--- config.mk ---
export PLATFORM = sky130hd
export DESIGN_NAME = fetch_pc_gen
export DESIGN_NICKNAME = d
export VERILOG_FILES = /design/src/rtl/fetch_pc_gen.sv
export SDC_FILE = /design/constraint.sdc
export NUM_CORES = 1
export LEC_CHECK = 0
export CORE_UTILIZATION = 35
export CTS_CLUSTER_SIZE = 12
export DETAILED_ROUTE_END_ITERATION = 8
export HOLD_SLACK_MARGIN = 0.05
export PLACE_DENSITY = 0.67
export SYNTH_ARGS = -nofsm -noshare
export SYNTH_HDL_FRONTEND = slang
export SYNTH_SLANG_ARGS = --single-unit
--- constraint.sdc ---
create_clock -name CLK -period 3.8 [get_ports CLK]
set_input_delay 0.76 -clock CLK [delete_from_list [all_inputs] [get_ports CLK]]
set_output_delay 0.76 -clock CLK [all_outputs]
set_load 0.01 [all_outputs]
--- src/rtl/fetch_pc_gen.sv ---
// Fetch-stage PC sequencer: owns the fetch PC, issues instruction-memory requests
// and applies sequential, predicted and flush redirects (holding those that arrive mid-wait).
module fetch_pc_gen #(
    parameter logic [31:0] RESET_PC = 32'hBFC00000,
    parameter int unsigned CNT_W    = 16
) (
    input  logic             CLK,
    input  logic             RESET,
    input  logic             STALL,
    input  logic             take_Branch_IN,
    input  logic [31:0]      take_Alt_PC_IN,
    input  logic             FLUSH_IN,
    output logic             imem_req,
    output logic [31:0]      imem_addr,
    input  logic             imem_ack,
    output logic [31:0]      Instr_PC_OUT_IF,
    output logic             Instr_valid_OUT_IF,
    output logic [CNT_W-1:0] redirect_count,
    output logic [CNT_W-1:0] flush_count
);

    localparam int unsigned PC_W = 32;
    localparam logic [1:0] ST_BOOT  = 2'd0;
    localparam logic [1:0] ST_FETCH = 2'd1;
    localparam logic [1:0] ST_HOLD  = 2'd2;
    localparam logic [CNT_W-1:0] CNT_MAX = {CNT_W{1'b1}};

    logic [1:0]      state;
    logic [1:0]      state_nxt;
    logic            pend_flush;
    logic            pend_flush_nxt;
    logic            pend_branch;
    logic            pend_branch_nxt;
    logic [PC_W-1:0] pend_pc;
    logic [PC_W-1:0] pend_pc_nxt;
    logic [PC_W-1:0] pc_nxt;
    logic            consume_c;
    logic            inc_flush_c;
    logic            inc_redir_c;

    // Next state, redirect selection and pending capture
    always_comb begin
        state_nxt       = state;
        pc_nxt          = imem_addr;
        pend_flush_nxt  = pend_flush;
        pend_branch_nxt = pend_branch;
        pend_pc_nxt     = pend_pc;
        inc_flush_c     = 1'b0;
        inc_redir_c     = 1'b0;
        consume_c       = 1'b0;

        case (state)
            ST_BOOT:  state_nxt = ST_FETCH;
            ST_FETCH: if (STALL)  state_nxt = ST_HOLD;
            ST_HOLD:  if (!STALL) state_nxt = ST_FETCH;
            default:  state_nxt = ST_BOOT;
        endcase

        consume_c = (state == ST_FETCH) && imem_ack && !STALL;

        if (consume_c) begin
            if (FLUSH_IN) begin
                pc_nxt      = take_Alt_PC_IN;
                inc_flush_c = 1'b1;
            end else if (pend_flush) begin
                pc_nxt      = pend_pc;
                inc_flush_c = 1'b1;
            end else if (take_Branch_IN) begin
                pc_nxt      = take_Alt_PC_IN;
                inc_redir_c = 1'b1;
            end else if (pend_branch) begin
                pc_nxt      = pend_pc;
                inc_redir_c = 1'b1;
            end else begin
                pc_nxt = imem_addr + PC_W'(4);
            end
            pend_flush_nxt  = 1'b0;
            pend_branch_nxt = 1'b0;
        end else if (FLUSH_IN) begin
            // A flush supersedes any held branch
            pend_flush_nxt  = 1'b1;
            pend_branch_nxt = 1'b0;
            pend_pc_nxt     = take_Alt_PC_IN;
        end else if (take_Branch_IN && !pend_flush) begin
            pend_branch_nxt = 1'b1;
            pend_pc_nxt     = take_Alt_PC_IN;
        end
    end

    // State, PC and pending registers
    always_ff @(posedge CLK or negedge RESET) begin
        if (!RESET) begin
            state       <= ST_BOOT;
            imem_req    <= 1'b0;
            imem_addr   <= RESET_PC;
            pend_flush  <= 1'b0;
            pend_branch <= 1'b0;
            pend_pc     <= '0;
        end else begin
            state       <= state_nxt;
            imem_req    <= (state_nxt == ST_FETCH);
            imem_addr   <= pc_nxt;
            pend_flush  <= pend_flush_nxt;
            pend_branch <= pend_branch_nxt;
            pend_pc     <= pend_pc_nxt;
        end
    end

    // Delivery to IF; instructions consumed while a flush resolves are squashed
    always_ff @(posedge CLK or negedge RESET) begin
        if (!RESET) begin
            Instr_PC_OUT_IF    <= '0;
            Instr_valid_OUT_IF <= 1'b0;
        end else begin
            Instr_valid_OUT_IF <= consume_c && !(FLUSH_IN || pend_flush);
            if (consume_c) begin
                Instr_PC_OUT_IF <= imem_addr;
            end
        end
    end

    // Saturating redirect statistics
    always_ff @(posedge CLK or negedge RESET) begin
        if (!RESET) begin
            redirect_count <= '0;
            flush_count    <= '0;
        end else begin
            if (inc_redir_c && (redirect_count != CNT_MAX)) begin
                redirect_count <= redirect_count + CNT_W'(1);
            end
            if (inc_flush_c && (flush_count != CNT_MAX)) begin
                flush_count <= flush_count + CNT_W'(1);
            end
        end
    end

endmodule

# Yosys cells after proc, flatten, opt, wreduce, memory -nomap -nowiden

Cells that the tools add are included.

Register bits after elaboration: 134
Input bits: 38
Word-level logic and storage cells: 56

Add/subtract/negate cells: 3
Eq/ne operators: 5
Muxes and demuxes: 22
Bitwise operators: 1
Reductions and logical operators: 15

Operators by type and width:

| operator                                            | number |
|---|---|
| two-way mux 32 bit                                  | 6 |
| adder 16 x 1 -> 16 bit, second input constant       | 2 |
| adder 32 x 3 -> 32 bit, second input constant       | 1 |
| inequality test 16 bit, second input constant       | 2 |
| two-way mux 1 bit                                   | 13 |
| logical AND 1 bit                                   | 6 |
| one-hot mux 2 bit (3 select lines)                  | 1 |
| equality test 2 x 1 -> 1 bit, second input constant | 2 |
| two-way mux 2 bit                                   | 2 |
| nonzero test 2 bit                                  | 2 |
| logical NOT 1 bit                                   | 3 |
| nonzero test 3 bit                                  | 1 |
| equality test 2 bit, second input constant          | 1 |
| logical NOT 2 bit                                   | 1 |
| AND reduction 2 bit                                 | 1 |
| logical OR 1 bit                                    | 1 |
| NOT 1 bit                                           | 1 |

# Longest topological paths before layout

Gate-level depths: netlist of run 1.

Word-level depth: 6
Gate-level depth with buffers: 9
Gate-level depth less buffers: 6

# Least setup slack after synthesis of run 1

OpenSTA, ideal clock, no wires.

Path kind: input to register
Start point: input take_Branch_IN
End point: register pend_pc[23]
Library setup time: 0.125 ns
Arrival: 2.104 ns
Data required time: 3.675 ns
Setup slack: 1.571 ns
Stages: 8
Path buffers: 4
Path through: buf_6 nor2b_4 or2_1 buf_6 buf_6 nand2_2 buf_2 mux2_2

Cells in the longest elaborated chain, start to end: 3

RTL lines:

| item                          | RTL line | RTL |
|---|---|---|
| from (decl)                   | 10       | `input logic take_Branch_IN,` |
| logical AND 1 bit             | 84       | `end else if (take_Branch_IN && !pend_flush) begin` |
| nonzero test 2 bit (no line)  | --       |  |
| AND reduction 2 bit (no line) | --       |  |
| to (signal assigned)          | 105      | `pend_pc <= pend_pc_nxt;` |
| to (decl)                     | 34       | `logic [PC_W-1:0] pend_pc;` |

No other way between the ends.
A chain may end at the register's enable or synchronous reset.

# Final worst setup path of run 1

Start point: input take_Branch_IN
End point: register imem_addr[11]

Cells in the longest elaborated chain, start to end: 3

RTL lines:

| item                 | RTL line | RTL |
|---|---|---|
| two-way mux 32 bit   | 68       | `end else if (take_Branch_IN) begin` |
| two-way mux 32 bit   | 65       | `end else if (pend_flush) begin` |
| two-way mux 32 bit   | 62       | `if (FLUSH_IN) begin` |
| to (signal assigned) | 102      | `imem_addr <= pc_nxt;` |
| to (decl)            | 14       | `output logic [31:0] imem_addr,` |

No other way between the ends.

==> reports/metrics.yaml, run 1 <==
sta:
  finalHoldViolCount: 0
  min_period_ns: 2.83
  setup_violations: 0
  max_freq_mhz: 353
  rsz0062_at_grt: "false"
  slew_headroom_pct: 35.4
  max_slew.worst_pin.slew_ns: 0.963
  setup_tns_ns: 0
  slew_violations: 0
  clock-skew-final_ns: 0.00599
  finalCritPeriodShare_pct: 74.5
min_path:
  hp-class: "in2async"
critical_path:
  cp_slowest_cell: "clkdlybuf4s50_1"
  crit_chain: "clkdlybuf4s50_1, nor2b_4, or2_1, buf_4, a221oi_1, a31oi_1, a2bb2oi_1"
  crit_fanout: 19
  crit_required_ns: 4.09
  endpoint_kind: "flop"
  path_class: "in2reg"
  rr_worst_depth: 6
  crit_arrival_ns: 3.12
  start_kind: "input port"
  max_stage_delay_ns: 0.55
placement:
  dpl-instance-area_um2: 8290
  place_congestion: 0.795
  port_buffers: 135
  dp_hpwl_um: 12200
  place_inst: 1012
synthesis:
  synth-main-ff-cell: "dfrtp_1"
  async_flop_share_pct: 100
  yosys-top-cells-area: "dfrtp_1 47%, nand2_1 7.1%, mux2_2 6.2%, dfstp_2 3.5%, xnor2_1 2.2%"
  synth_top_area_share_pct: 46.6
  yosysSeqAreaShare_pct: 50.1
  netlist-cell-type-count: 67
  yosys_warnings: 0
  synth_nets: 713
  synth-edff-count: 0
  synth_area_um2: 6710
  synth.most_common_cell: "nand2_1"
  yosys.area.top_type: "dfrtp_1"
  synth_cells: 672
  synthTopCellsByCount: "127 x nand2_1, 125 x dfrtp_1, 37 x mux2_2"
  avgSynthCellArea_um2: 9.99
  synth_seq_cells: 134
floorplan:
  die_h_um: 140
  rows: 50
  initial_core_util_pct: 35.8
  die_w_um: 140
  die_area_um2: 19700
  ios: 136
  core_area_um2: 18800
clock_tree:
  postCtsSetupBuffers: 0
  ctsHoldBuffers: 0
  clk_latency_ns: 0.43
  cts_tree: "built"
  clkTransAtPathRegs_ns: 0.06
  cts_buffers: 17
  cts.sinks: 134
  cts_repair_resize_count: 0
  cts.htree.levels: 4
  clockBufferDepth: 2
  cts_root_buf: "clkbuf_16"
routing:
  drt_iter0_markers: 405
  wirelength_um: 18200
  drc: 0
  wire_per_inst_um: 17.4
  ant_nets: 0
  vias: 5624
  avgViaCountPerCell: 5.39
  first_pass_iters: 6
final_layout:
  drive_gt1_share_pct: 13.3
  fillers: 1762
  diodes: 0
  final_cell_area_um2: 8850
  instances_no_fill: 1044
  fin_util_pct: 47.1
  synthToLayoutAreaGrowth_pct: 31.8
  nets: 838
power_and_ir_drop:
  leakage_nw: 3.68
  power_density_nw_per_um2: 690
  peakVddDrop_mv: 0.401
flow_run:
  maxCapViolations: 0
outcome:
  status: "completed"
global_routing:
  grt_max_degree: 84
  grt.overflow.total: 0
  antenna_found_initial: 0
  grt_pass1_vias: 5392
  grt_pass1_wl_um: 29400
  gr-usage-all-layers_pct: 19.2
layout make-up:
class                   instances  area [um2]  area share, %
clock inverters                15         133           1.50
inverters                      12        45.0          0.509
flip-flops and latches        134        3360           38.0
clock buffers                  17         425           4.81
repair buffers                150        1480           16.7
multi-input cells             482        3110           35.1
well taps                     234         293           3.31
cells by family after synthesis:
family | Yosys count | synth area share, %
and+or+nand+nor | 270 | 19.3
AOI/OAI and AO/OA | 137 | 15.3
DFF | 134 | 50.1
buffers and inverters | 56 | 3.91
muxes | 38 | 6.36
xor gates and xnor gates | 34 | 4.44
adders and majority gates | 3 | 0.559
layer usage:
layer / GRT usage (%) / up-vias / part of all wire (%)
met2: 29.8 / 149 / 47
li1: - / 2694 / -
met5: 0 / - / 0
met3: 5.09 / 17 / 5.6
met1: 25.8 / 2764 / 46
met4: 7.15 / 0 / 1.1
critical path: cells and delay by family:
| family | cells | cell delay [ns] |
|---|---|---|
| buf+inv | 2 | 0.90 |
| compound gates | 3 | 0.75 |
| simple gates | 2 | 0.72 |
metrics by stage:
stage	power, mW	setup WS (ns)	hold slack [ns]
final	6.11	0.968	0.390
after global routing	6.47	0.817	0.461
after CTS	6.16	1.01	0.415
after detailed placement	4.57	0.578	0.462
after global placement	4.52	0.646	0.458
after floorplan	3.43	1.57	0.464
sequential cells by signal, summed over array words and instances (netlist names), 2 cells and up:
| register | flops |
|---|---|
| Instr_PC_OUT_IF | 32 |
| imem_addr | 32 |
| pend_pc | 32 |
| flush_count | 16 |
| redirect_count | 16 |
| state | 2 |
cells in the final DEF (no fill, tap or decap), types with 3 or more instances in the layout:
cell,n
nor3b_1,4
o211ai_1,3
nand4_1,17
nand2_1,127
and3_1,13
clkinv_2,3
o22a_1,5
clkbuf_16,17
mux2_2,37
o22ai_1,3
a221o_1,8
clkdlybuf4s50_1,134
a211oi_1,4
o221ai_1,3
dfstp_2,9
o311ai_0,3
a221oi_1,15
o31a_1,6
nor4_1,5
a222oi_1,3
and2_1,4
and4_1,5
a21oi_1,13
a31oi_1,9
nand3_1,23
nand2b_1,7
a2bb2oi_1,8
a22oi_1,6
nor3_1,15
o21ai_0,29
clkinvlp_4,7
inv_1,11
dfrtp_1,125
nor2_1,36
buf_4,14
xnor2_1,17
ha_1,3
xor2_1,17
power by group:
| group | switching, mW | internal, mW | total [mW] |
|---|---|---|---|
| registers | 0.534 | 1.93 | 2.47 |
| logic | 0.946 | 1.14 | 2.08 |
| clock network | 0.658 | 0.898 | 1.56 |
| total | 2.14 | 3.97 | 6.11 |
worst paths after layout:
check                                                     start                              end  slack (ns)
worst max-delay path                             take_Branch_IN        imem_addr[11]$_DFFE_PN0P_        0.97
worst max register to register           pend_flush$_DFFE_PN0N_        imem_addr[11]$_DFFE_PN0P_        1.37
max in group asynchronous                                 RESET    redirect_count[2]$_DFFE_PN0P_        2.43
worst min-delay path                                      RESET  Instr_PC_OUT_IF[16]$_DFFE_PN0P_        0.39
min in group CLK                Instr_PC_OUT_IF[29]$_DFFE_PN0P_  Instr_PC_OUT_IF[29]$_DFFE_PN0P_        0.47
worst min register to register  Instr_PC_OUT_IF[29]$_DFFE_PN0P_  Instr_PC_OUT_IF[29]$_DFFE_PN0P_        0.47
Note: power is estimated with default switching activity, not from simulation.
==> run 2, diff against run 1 <==
Settings changed: PLACE_DENSITY 0.67 to 0.69.
Clock period 3.8 ns to 2.5 ns, I/O delays scaled along.
==> reports/metrics.yaml, run 2 (synthesis results as in run 1) <==
final_layout:
  final_common_cell: "clkdlybuf4s50_1"
  nets: 866  # +3.3%
  fin_util_pct: 48.7  # +1.5 points
  drive_gt1_share_pct: 15.6  # +2.3 points
  layout_common_cells: "134 x clkdlybuf4s50_1, 127 x nand2_1, 125 x dfrtp_1"
  multi_input_comb_area_um2: 3110  # unchanged
  fillers: 1762  # unchanged
  synthToLayoutAreaGrowth_pct: 36.1
  top_regs: "Instr_PC_OUT_IF: 32 flops, imem_addr: 32 flops, pend_pc: 32 flops"
  regArea_um2: 3360  # unchanged
  diodes: 0  # unchanged
critical_path:
  rr_worst_depth: 6  # unchanged
  cp_slowest_cell: "dfstp_2"
  worstSetupPathDepth: 1  # -6
  crit_fanout: 7  # -12
  rr_startpoint: "imem_addr[2]$_DFFE_PN0P_"
  critPathBufInv: 1  # -1
  max_stage_delay_ns: 0.61  # +0.06 ns
  crit_chain: "clkdlybuf4s50_1"
  crit_required_ns: 2.00  # -2.09 ns
  endpoint_kind: "primary output"
  path_class: "reg2out"
  crit_arrival_ns: 1.59  # -1.53 ns
  path_delay_family: "flip-flops"
  crit_start: "imem_addr[27]$_DFFE_PN1P_"
  start_kind: "flop"
sta:
  timing.hold.ws_ns: 0.0656  # -0.324 ns
  min_period_ns: 2.09
  rsz0062_at_grt: "false"
  slew_headroom_pct: 60.7  # +25 points
  finalCritPeriodShare_pct: 83.8
  finalHoldViolCount: 0  # unchanged
  setup_violations: 0  # unchanged
  clock-skew-final_ns: 0.00824  # +0.00224 ns
  setup_tns_ns: 0  # unchanged
  slew_violations: 0  # unchanged
  max_slew.worst_pin.slew_ns: 0.590  # -0.372 ns
  max_freq_mhz: 477
routing:
  avgViaCountPerCell: 5.38  # -0.14%
  first_pass_iters: 5  # -1
  wirelength_um: 18500  # +1.9%
  drc: 0  # unchanged
  ant_nets: 0  # unchanged
  wire_per_inst_um: 17.3  # -0.72%
  drt_iter0_markers: 356  # -12%
  vias: 5767  # +2.5%
clock_tree:
  cts.htree.levels: 4  # unchanged
  clockBufferDepth: 2  # unchanged
  cts.sinks: 134  # unchanged
  cts_repair_resize_count: 0  # unchanged
  clkTransAtPathRegs_ns: 0.06  # about the same
  ctsHoldBuffers: 0  # unchanged
  cts_tree: "built"
  cts_buffers: 17  # unchanged
  clk_latency_ns: 0.42  # about the same
  postCtsSetupBuffers: 0  # unchanged
  cts_root_buf: "clkbuf_16"
power_and_ir_drop:
  leakage_nw: 3.87  # +5.1%
  power_density_nw_per_um2: 1050  # +52%
  peakVddDrop_mv: 0.584  # +45%
outcome:
  status: "completed"
floorplan:
  initial_core_util_pct: 35.8  # unchanged
  die_area_um2: 19700  # unchanged
  ios: 136  # unchanged
  rows: 50  # unchanged
  die_w_um: 140  # unchanged
  die_h_um: 140  # unchanged
  core_area_um2: 18800  # unchanged
placement:
  place_congestion: 0.789  # -0.75%
  dp_hpwl_um: 13000  # +7.0%
  port_buffers: 135  # unchanged
global_routing:
  grt_max_degree: 63  # -25%
  grt.overflow.total: 0  # unchanged
  gr-usage-all-layers_pct: 19.6  # +0.39 points
  grt_pass1_vias: 5564  # +3.2%
  grt_pass1_wl_um: 30100  # +2.3%
  antenna_found_initial: 0  # unchanged
min_path:
  hp-class: "in2async"
flow_run:
  maxCapViolations: 0  # unchanged
## run 2: cell count changes in the layout (fill, tap and decap cells not counted), sizes merged
cell / before / now
clkinvlp: 7 / 1
bufinv: 1 / 3
inv: 13 / 11
clkbuf: 17 / 22
clkinv: 6 / 7
buf: 16 / 44
## run 2: worst paths after layout
kind	endpoint	slack, ns
setup / recovery	imem_addr[27]	0.41
min in group CLK	Instr_PC_OUT_IF[2]$_DFFE_PN0P_	0.47
setup reg to reg	imem_addr[22]$_DFFE_PN1P_	0.42
max in group asynchronous	imem_addr[25]$_DFFE_PN1P_	1.65
hold / removal	redirect_count[0]$_DFFE_PN0P_	0.07
hold reg to reg	Instr_PC_OUT_IF[2]$_DFFE_PN0P_	0.47
## run 2: layout make-up
| cell class | instances | share of cell area, % |
|---|---|---|
| inverters | 12 | 0.493 |
| repair buffers | 178 | 19.2 |
| well taps | 234 | 3.20 |
| clock buffers | 22 | 4.86 |
| flip-flops and latches | 134 | 36.8 |
| multi-input cells | 482 | 34.0 |
| clock inverters | 10 | 1.44 |
## run 2: power breakdown
part / internal [mW] / leakage [nW] / switching [mW]
logic: 1.87 / 1.94 / 1.58
registers: 2.94 / 1.65 / 0.695
clock network: 1.56 / 0.282 / 0.933
total: 6.37 / 3.87 / 3.21
## run 2: metal layers
layer | track usage (%) | vias to the layer above | routed length (um) | part of all wire (%)
met1 | 25.8 | 2835 | 8480 | 46
met3 | 5.26 | 22 | 1070 | 5.8
li1 | - | 2744 | - | -
met2 | 31.7 | 166 | 8730 | 47
met4 | 5.89 | 0 | 255 | 1.4
met5 | 0 | - | 0 | 0
## run 2: metrics by stage
step	instances	total power, mW	setup WS [ns]	instance area [um2]
finish	1072	9.58	0.405	9140
global route	1072	10.2	0.299	9140
CTS	1072	9.66	0.395	9140
detailed placement	1040	7.13	0.0162	8560
global placement	1040	7.06	0.0501	8560
floorplan	672	5.21	0.531	6710
